`config.mk`:
```
export PLATFORM = sky130hd
export DESIGN_NAME = exec_stage
export DESIGN_NICKNAME = d
export VERILOG_FILES = /design/src/rtl/exec_stage.sv
export SDC_FILE = /design/constraint.sdc
export NUM_CORES = 1
export LEC_CHECK = 0
export CORE_MARGIN = 2
export CORE_UTILIZATION = 38
export DETAILED_ROUTE_END_ITERATION = 16
export PLACE_DENSITY = 0.62
export SYNTH_ARGS = -nofsm -noshare
export SYNTH_HDL_FRONTEND = slang
export SYNTH_SLANG_ARGS = --single-unit
```
`constraint.sdc`:
```
create_clock -name clk -period 13.8 [get_ports clk]
set_clock_uncertainty 0.2 [all_clocks]
set_input_delay 1.38 -clock clk [delete_from_list [all_inputs] [get_ports clk]]
set_output_delay 1.38 -clock clk [all_outputs]
set_load 0.01 [all_outputs]
```
`src/rtl/exec_stage.sv`:
```
// Execute stage: operand select/forwarding, ALU, branch resolve; 1-cycle accept-to-result.
// Backpressure: in_ready = !out_valid || out_ready; all outputs hold while stalled.

module exec_alu (
    input  logic [2:0]  funct3_i,
    input  logic        is_branch_i,
    input  logic [31:0] src1_i,
    input  logic [31:0] src2_i,
    output logic [31:0] result_o,
    output logic        taken_o
);
    logic slt;
    logic seq;
    logic nz_diff;

    assign slt     = $signed(src1_i) < $signed(src2_i);
    assign seq     = src1_i == src2_i;
    assign nz_diff = (src1_i != 32'd0) ^ (src2_i != 32'd0);

    always_comb begin
        result_o = src1_i ^ src2_i;
        taken_o  = 1'b0;
        if (is_branch_i) begin
            case (funct3_i)
                3'b000:  taken_o = seq;
                3'b001:  taken_o = !seq;
                3'b010:  taken_o = nz_diff;
                3'b011:  taken_o = !nz_diff;
                3'b100:  taken_o = slt;
                3'b101:  taken_o = !slt;
                3'b110:  taken_o = !slt && !seq;
                default: taken_o = slt || seq;
            endcase
        end else begin
            case (funct3_i)
                3'b000:  result_o = src1_i + src2_i;
                3'b001:  result_o = slt ? src1_i : src2_i;
                3'b010:  result_o = src1_i << src2_i[4:0];
                3'b011:  result_o = slt ? src2_i : src1_i;
                default: result_o = src1_i ^ src2_i;
            endcase
        end
    end
endmodule

module exec_stage #(
    parameter int FWD_EN    = 1,
    parameter int REG_IDX_W = 5
) (
    input  logic                 clk,
    input  logic                 rst,
    input  logic                 in_valid,
    output logic                 in_ready,
    input  logic [31:0]          in_pc,
    input  logic [REG_IDX_W-1:0] in_rs1_idx,
    input  logic [REG_IDX_W-1:0] in_rs2_idx,
    input  logic [31:0]          in_rs1_val,
    input  logic [31:0]          in_rs2_val,
    input  logic [31:0]          in_imm,
    input  logic                 in_use_imm,
    input  logic [2:0]           in_funct3,
    input  logic                 in_is_branch,
    input  logic [REG_IDX_W-1:0] in_rd,
    input  logic                 in_wen,
    output logic                 out_valid,
    input  logic                 out_ready,
    output logic [31:0]          out_result,
    output logic [REG_IDX_W-1:0] out_rd,
    output logic                 out_wen,
    output logic                 redirect_valid,
    output logic [31:0]          redirect_pc
);
    logic                 out_valid_q, out_valid_d;
    logic [31:0]          out_result_q, out_result_d;
    logic [REG_IDX_W-1:0] out_rd_q, out_rd_d;
    logic                 out_wen_q, out_wen_d;
    logic                 redirect_valid_q, redirect_valid_d;
    logic [31:0]          redirect_pc_q, redirect_pc_d;

    logic        accept;
    logic        load;
    logic        fwd1_hit;
    logic        fwd2_hit;
    logic [31:0] src1;
    logic [31:0] src2;
    logic [31:0] alu_result;
    logic        taken;
    logic [31:0] target;

    assign in_ready = !out_valid_q || out_ready;
    assign accept   = in_valid && in_ready;
    // An accept during the redirect cycle is wrong-path and must not load.
    assign load     = accept && !redirect_valid_q;

    assign fwd1_hit = (FWD_EN != 0) && out_valid_q && out_wen_q
                      && (out_rd_q == in_rs1_idx) && (in_rs1_idx != '0);
    assign fwd2_hit = (FWD_EN != 0) && out_valid_q && out_wen_q
                      && (out_rd_q == in_rs2_idx) && (in_rs2_idx != '0);

    assign src1   = fwd1_hit ? out_result_q : in_rs1_val;
    assign src2   = (in_use_imm && !in_is_branch) ? in_imm
                  : (fwd2_hit ? out_result_q : in_rs2_val);
    assign target = in_pc + in_imm;

    exec_alu u_alu (
        .funct3_i    (in_funct3),
        .is_branch_i (in_is_branch),
        .src1_i      (src1),
        .src2_i      (src2),
        .result_o    (alu_result),
        .taken_o     (taken)
    );

    always_comb begin
        out_valid_d      = out_valid_q;
        out_result_d     = out_result_q;
        out_rd_d         = out_rd_q;
        out_wen_d        = out_wen_q;
        redirect_valid_d = 1'b0;
        redirect_pc_d    = redirect_pc_q;
        if (load) begin
            out_valid_d  = 1'b1;
            out_result_d = in_is_branch ? 32'd0 : alu_result;
            out_rd_d     = in_rd;
            out_wen_d    = in_wen && !in_is_branch;
            if (in_is_branch && taken) begin
                redirect_valid_d = 1'b1;
                redirect_pc_d    = target;
            end
        end else if (out_valid_q && out_ready) begin
            out_valid_d = 1'b0;
        end
    end

    always_ff @(posedge clk or posedge rst) begin
        if (rst) begin
            out_valid_q      <= 1'b0;
            out_result_q     <= 32'd0;
            out_rd_q         <= '0;
            out_wen_q        <= 1'b0;
            redirect_valid_q <= 1'b0;
            redirect_pc_q    <= 32'd0;
        end else begin
            out_valid_q      <= out_valid_d;
            out_result_q     <= out_result_d;
            out_rd_q         <= out_rd_d;
            out_wen_q        <= out_wen_d;
            redirect_valid_q <= redirect_valid_d;
            redirect_pc_q    <= redirect_pc_d;
        end
    end

    assign out_valid      = out_valid_q;
    assign out_result     = out_result_q;
    assign out_rd         = out_rd_q;
    assign out_wen        = out_wen_q;
    assign redirect_valid = redirect_valid_q;
    assign redirect_pc    = redirect_pc_q;
endmodule

```
==> flow_metrics.env, run 1 <==
export IMPL_post_route_min_period_ns=8.153
export IMPL_p_switching_uw=608.5
export IMPL_p_leak_uw=0.006102
export IMPL_holdCritPathClass="flip-flop to flip-flop"
export IMPL_r2r_cells=17
export IMPL_critPathBufInv=3
export IMPL_pre_cts_ws_ns=5.558
export IMPL_finalHoldViolations=0
export IMPL_cts_resized=0
export IMPL_core_area_um2=28780
export IMPL_synth_main_ff_cell="dfrtp_1"
export IMPL_io_pins=226
export IMPL_clkSlewWorstSetupHoldPaths_ns=0.06
export IMPL_setup_viol=0
export IMPL_switching_share_pct=43.19
export IMPL_htreeDepth=3
export IMPL_async_reset_ff_share_pct=100.0
export IMPL_internal_power_uw=800.3
export IMPL_setup_tns_ns=0
export IMPL_slowest_delay_ns=0.87
export IMPL_clk_path_buf_depth=2
export IMPL_yosys_warnings=0
export IMPL_yosys_area_top_type="dfrtp_1"
export IMPL_wl_met1_mm=22.52
export IMPL_nFillCells=2860
export IMPL_cp_num_cells=19
export IMPL_synth_top_cell_area_share_pct=16.16
export IMPL_synth_edff_count=0
export IMPL_grt_pass1_wl_mm=78.76
export IMPL_drive_gt1_share_pct=6.996
export IMPL_grtUsageTotal_pct=33.76
export IMPL_syn_inst=1481
export IMPL_ant_nets=0
export IMPL_worst_pin_slew_ns=1.174
export IMPL_cts_made_buffers=9
export IMPL_synth_commonest_cells="133 x nand2_1, 112 x nor2_1, 94 x ha_1, 94 x inv_1, 91 x o21ai_0"
export IMPL_die_w_um=175.3
export IMPL_slew_headroom_pct=21.56
export IMPL_top_layer="met4"
export IMPL_powerDensity_nw_per_um2=100.4
export IMPL_finalNetCount=1903
export IMPL_die_area_um2=30730
export IMPL_cts_setup_buffers=0
export IMPL_cts_hold_fix_buffers=0
export IMPL_rsz0062_at_grt="false"
export IMPL_arrival_ns=8.24
export IMPL_port_buffer_count=225
export IMPL_grt_max_degree=73
export IMPL_slew_viol_final=0
export IMPL_wl_per_cell_um=26.08
export IMPL_finalWirelength_mm=53.26
export IMPL_slowest_stage="mux2i_1"
export IMPL_drc=0
export IMPL_post_drt_via_cell_ratio=6.386
export IMPL_crit_fanout=37
export IMPL_gp_congestion=1.013
export IMPL_dr_wl_met2_mm=23.12
export IMPL_wl_met3_mm=5.633
export IMPL_antenna_found_initial=0
export IMPL_syn_cell_area_um2=11150
export IMPL_endpoint_kind="flip-flop"
export IMPL_seqPwrFrac_pct=25.0
export IMPL_worstPathRequired_ns=13.88
export IMPL_drtIter0Drc=1577
export IMPL_dp_hpwl_mm=41.10
export IMPL_via_count=13040
export IMPL_avgSynthCellArea_um2=7.528
export IMPL_grt_pass1_vias=12440
export IMPL_pwr_share_comb_pct=56.9
export IMPL_outcome="finished, final reports clean"
export IMPL_cts_tree="built"
export IMPL_initial_core_util_pct=38.74
export IMPL_crit_type="input pin to flip-flop"
export IMPL_worst_slack_ns=5.647
export IMPL_fp_dieH_um=175.3
export IMPL_area_delta_synth_final_pct=25.79
export IMPL_synthTopCellsByArea="dfrtp_1 16%, ha_1 11%, mux2i_1 6.6%, nand2_1 4.5%, o21ai_0 4.1%"
export IMPL_dr_pass1_iters=6
export IMPL_antenna_cells=0
export IMPL_clock_latency_ns=0.37
export IMPL_syn_nets=1730
export IMPL_std_cell_rows=62
export IMPL_start_kind="input pin"
export IMPL_total_power_uw=1409
export IMPL_max_clock_freq_mhz=122.7
export IMPL_clock_sinks=72
export IMPL_irDropWorstVdd_v=0.00006340
export IMPL_clockPowerShare_pct=18.1
export IMPL_yosysSeqAreaShare_pct=16.16
export IMPL_clock_root_buffer="clkbuf_16"
export IMPL_cpLargestDelayFamily="compound AO/OA/AOI/OAI gates"
export IMPL_cap_violations=0
export IMPL_ys_seq_elements=72
export IMPL_yosysUniqueCellTypes=87
export IMPL_crit_chain="clkdlybuf4s50_1 > nor4_1 > nor3_1 > o211ai_1 > buf_4 > mux2i_1 > inv_1 > ha_1 > nor4b_1 > o31ai_1 > o21ai_0 > o41ai_1 > o211ai_1 > a21oi_2 > xnor3_1 > nand2_1 > o221ai_1 > a21oi_1 > o21ai_0"
export IMPL_post_synth_top_count_cell="nand2_1"
export IMPL_hold_depth=1
export IMPL_grt_remaining_overflow=0
export IMPL_timing_final_crit_share_pct=59.08
[layout by cell type (no fill, tap or decap), types with 31 or more instances in the layout]
cell type	n
nor2_1	112
nand4_1	43
buf_4	32
inv_1	93
o21ai_0	91
nand3_1	62
ha_1	94
dfrtp_1	72
a31oi_1	39
a21oi_1	88
xnor2_1	42
mux2i_1	74
nand2_1	133
o31ai_1	31
clkdlybuf4s50_1	225
[through the flow]
step                cells  utilization, %  cell area [um^2]  hold slack, ns
CTS                  2042           48.73             14020          0.3108
floorplan            1481               -             11150          0.3240
global placement     2027           47.73             13740          0.2920
global route         2042           48.73             14020          0.3221
detailed placement   2027           47.73             13740          0.2924
finish               2042           48.73             14020          0.3094
[cell type report]
cell class	count	area, um^2	share of cell area, %
clock buffers	12	246.5	1.758
clock inverters	3	42.54	0.3033
inverters	96	360.3	2.569
multi-input cells	1218	8601	61.33
flip-flops and latches	72	1802	12.85
well taps	384	480.5	3.426
repair buffers	257	2492	17.77
[path summary, 6_finish.rpt]
| path | start | to | slack, ns |
|---|---|---|---|
| setup / recovery | in_rs1_idx[0] | out_result[15] | 5.65 |
| setup reg to reg | out_rd[4] | out_result[15] | 6.86 |
| min in group asynchronous | rst | redirect_pc[9] | 1.47 |
| hold / removal | redirect_pc[15] | redirect_pc[15] | 0.31 |
| max in group asynchronous | rst | redirect_pc[29] | 11.22 |
| hold reg to reg | redirect_pc[15] | redirect_pc[15] | 0.31 |
[power by group through the flow]
stage | registers, uW | clock network (uW) | logic, uW
after global routing | 359 | 265 | 854
after CTS | 350 | 255 | 788
after detailed placement | 354 | 0 | 784
final | 353 | 255 | 801
after floorplan | 356 | 0 | 428
after global placement | 352 | 0 | 783
[per-layer routing]
layer	vias up	GRT usage (%)
li1	5894	-
met1	6207	45.67
met2	801	52.03
met3	138	7.792
met4	0	13.16
met5	-	0
[registers in the layout, summed over array words and instances, names as in the netlist]
name and cells:
out_valid 1, out_wen 1, out_rd 5, redirect_pc 32
redirect_valid 1, out_result 32
[logic make-up (layout without fill, tap and decap cells)]
family | Yosys count | count (layout) | share of synthesized area (%)
fa+ha+maj | 96 | 96 | 10.91
flops | 72 | 72 | 16.16
buf+inv | 191 | 368 | 6.868
simple gates | 482 | 482 | 21.09
mux | 111 | 111 | 11.32
xor+xnor | 61 | 61 | 5.106
compound gates | 468 | 468 | 28.55
Note: power is estimated with default switching activity, not from simulation.
==> inputs of run 2 (changes only) <==
==> constraint.sdc (replaced) <==
create_clock -name clk -period 7.7 [get_ports clk]
set_clock_uncertainty 0.2 [all_clocks]
set_input_delay 0.77 -clock clk [delete_from_list [all_inputs] [get_ports clk]]
set_output_delay 0.77 -clock clk [all_outputs]
set_load 0.01 [all_outputs]
==> run 2 against run 1 <==
Compared with the run above: hold slack gained 0.0024 ns; highest routed layer is now met5; critical endpoint is now redirect_pc[31]; final cell count grew 2.3%; via count rose by 4.5%.
==> flow_metrics.env, run 2 (synthesis results as in run 1) <==
export IMPL_clk_path_buf_depth=2
export IMPL_cap_violations=0
export IMPL_area_delta_synth_final_pct=28.93
export IMPL_crit_type="input pin to flip-flop"
export IMPL_grt_pass1_wl_mm=78.89
export IMPL_crit_fanout=32
export IMPL_post_drt_via_cell_ratio=6.524
export IMPL_outcome="finished, final reports clean"
export IMPL_slew_viol_final=0
export IMPL_clkSlewWorstSetupHoldPaths_ns=0.07
export IMPL_nFillCells=2812
export IMPL_endpoint_kind="flip-flop"
export IMPL_antenna_found_initial=0
export IMPL_grt_max_degree=73
export IMPL_fp_dieH_um=175.3
export IMPL_irDropWorstVdd_v=0.0001105
export IMPL_drtIter0Drc=2070
export IMPL_dp_hpwl_mm=40.80
export IMPL_via_count=13620
export IMPL_io_pins=226
export IMPL_cts_resized=0
export IMPL_rsz0062_at_grt="false"
export IMPL_r2r_cells=17
export IMPL_holdCritPathClass="flip-flop to flip-flop"
export IMPL_setup_tns_ns=0
export IMPL_core_area_um2=28780
export IMPL_layout_common_cells="225 x clkdlybuf4s50_1, 133 x nand2_1, 112 x nor2_1, 94 x ha_1, 93 x inv_1"
export IMPL_cts_made_buffers=9
export IMPL_clock_root_buffer="clkbuf_16"
export IMPL_wl_per_cell_um=25.07
export IMPL_worst_slack_ns=0.9208
export IMPL_timing_final_crit_share_pct=88.04
export IMPL_arrival_ns=6.82
export IMPL_powerDensity_nw_per_um2=176.1
export IMPL_fin_cells=2088
export IMPL_drc=0
export IMPL_p_leak_uw=0.006321
export IMPL_grtUsageTotal_pct=33.24
export IMPL_die_w_um=175.3
export IMPL_std_cell_rows=62
export IMPL_drive_gt1_share_pct=9.513
export IMPL_max_clock_freq_mhz=147.5
export IMPL_clock_latency_ns=0.36
export IMPL_gp_congestion=1.022
export IMPL_pre_cts_ws_ns=0.6826
export IMPL_htreeDepth=3
export IMPL_die_area_um2=30730
export IMPL_total_power_uw=2532
export IMPL_worst_pin_slew_ns=1.060
export IMPL_dpl_cell_area_um2=14100
export IMPL_port_buffer_count=225
export IMPL_r2r_setup_slack_ns=1.48
export IMPL_setup_viol=0
export IMPL_rr_startpoint="out_rd[2]"
export IMPL_dr_pass1_iters=8
export IMPL_design_area_um2=14380
export IMPL_clock_sinks=72
export IMPL_cp_endpoint="redirect_pc[31]"
export IMPL_post_place_cells=2072
export IMPL_cts_setup_buffers=0
export IMPL_cts_hold_fix_buffers=0
export IMPL_final_common_cell="clkdlybuf4s50_1"
export IMPL_grt_remaining_overflow=0
export IMPL_seq_area_um2=1802
export IMPL_r2r_end="redirect_pc[31]"
export IMPL_finalNetCount=1948
export IMPL_slew_headroom_pct=29.32
export IMPL_grt_pass1_vias=13090
export IMPL_start_kind="input pin"
export IMPL_ant_nets=0
export IMPL_crit_start="in_rs2_idx[0]"
export IMPL_initial_core_util_pct=38.74
export IMPL_finalWirelength_mm=52.35
export IMPL_multiInputGateArea_um2=8601
export IMPL_finalHoldViolations=0
export IMPL_worstPathRequired_ns=7.75
export IMPL_cts_tree="built"
export IMPL_post_route_min_period_ns=6.779
==> run 2: cell count changes in the layout (fill, tap and decap cells not counted), sizes merged <==
cell	change
bufinv	-1
clkinv	+1
diode	+1
buf	+45
==> run 2: worst min-delay path by stage <==
stage / start / endpoint / slack, ns / depth (start not counted)
after floorplan: redirect_valid / out_valid / 0.32 / 1
after global placement: redirect_pc[19] / redirect_pc[19] / 0.30 / 1
after detailed placement: redirect_pc[30] / redirect_pc[30] / 0.30 / 1
after CTS: redirect_pc[12] / redirect_pc[12] / 0.32 / 1
after global routing: redirect_pc[17] / redirect_pc[17] / 0.32 / 1
final: redirect_pc[17] / redirect_pc[17] / 0.31 / 1
==> run 2: per-stage QoR <==
step | utilization, % | hold slack (ns)
after floorplan | - | 0.3240
after CTS | 49.94 | 0.3153
final | 49.95 | 0.3119
after global routing | 49.94 | 0.3244
after detailed placement | 48.99 | 0.2951
after global placement | 48.99 | 0.2978
==> run 2: worst max-delay path: stages <==
cell and delay (ns):
clkdlybuf4s50_1 0.44, nor4_1 0.55, o21a_1 0.55, buf_4 0.28, o31ai_1 0.08, a31oi_1 0.78
ha_1 0.48, nor4b_2 0.37, and4_1 0.30, nand4_1 0.14, nor3_1 0.23, a21oi_2 0.12
xnor2_2 0.28, mux2_2 0.39, nand4_1 0.08, and4b_2 0.33, buf_12 0.27, mux2_2 0.37
==> run 2: where the power goes <==
group          switching (uW)  internal [uW]  total (uW)
clock                     193            234         427
sequential                137            495         632
combinational             762            711        1470
==> run 2: per-layer routing <==
layer  up-vias  routed length, um  GRT usage (%)
li1       6007                  -              -
met1      6368              20600          43.68
met2      1059              22710          51.64
met3       187               6640          7.857
met4         2               2317          15.03
met5         -                 71              0
==> run 2: area by class of cell <==
| cell class | count | share of cell area (%) |
|---|---|---|
| sequential | 72 | 12.53 |
| timing repair buffer | 302 | 19.86 |
| clock buffer | 12 | 1.784 |
| inverter | 96 | 2.507 |
| multi-input combinational | 1218 | 59.83 |
| tap | 384 | 3.342 |
| clock inverter | 3 | 0.1219 |
| antenna | 1 | 0.01741 |
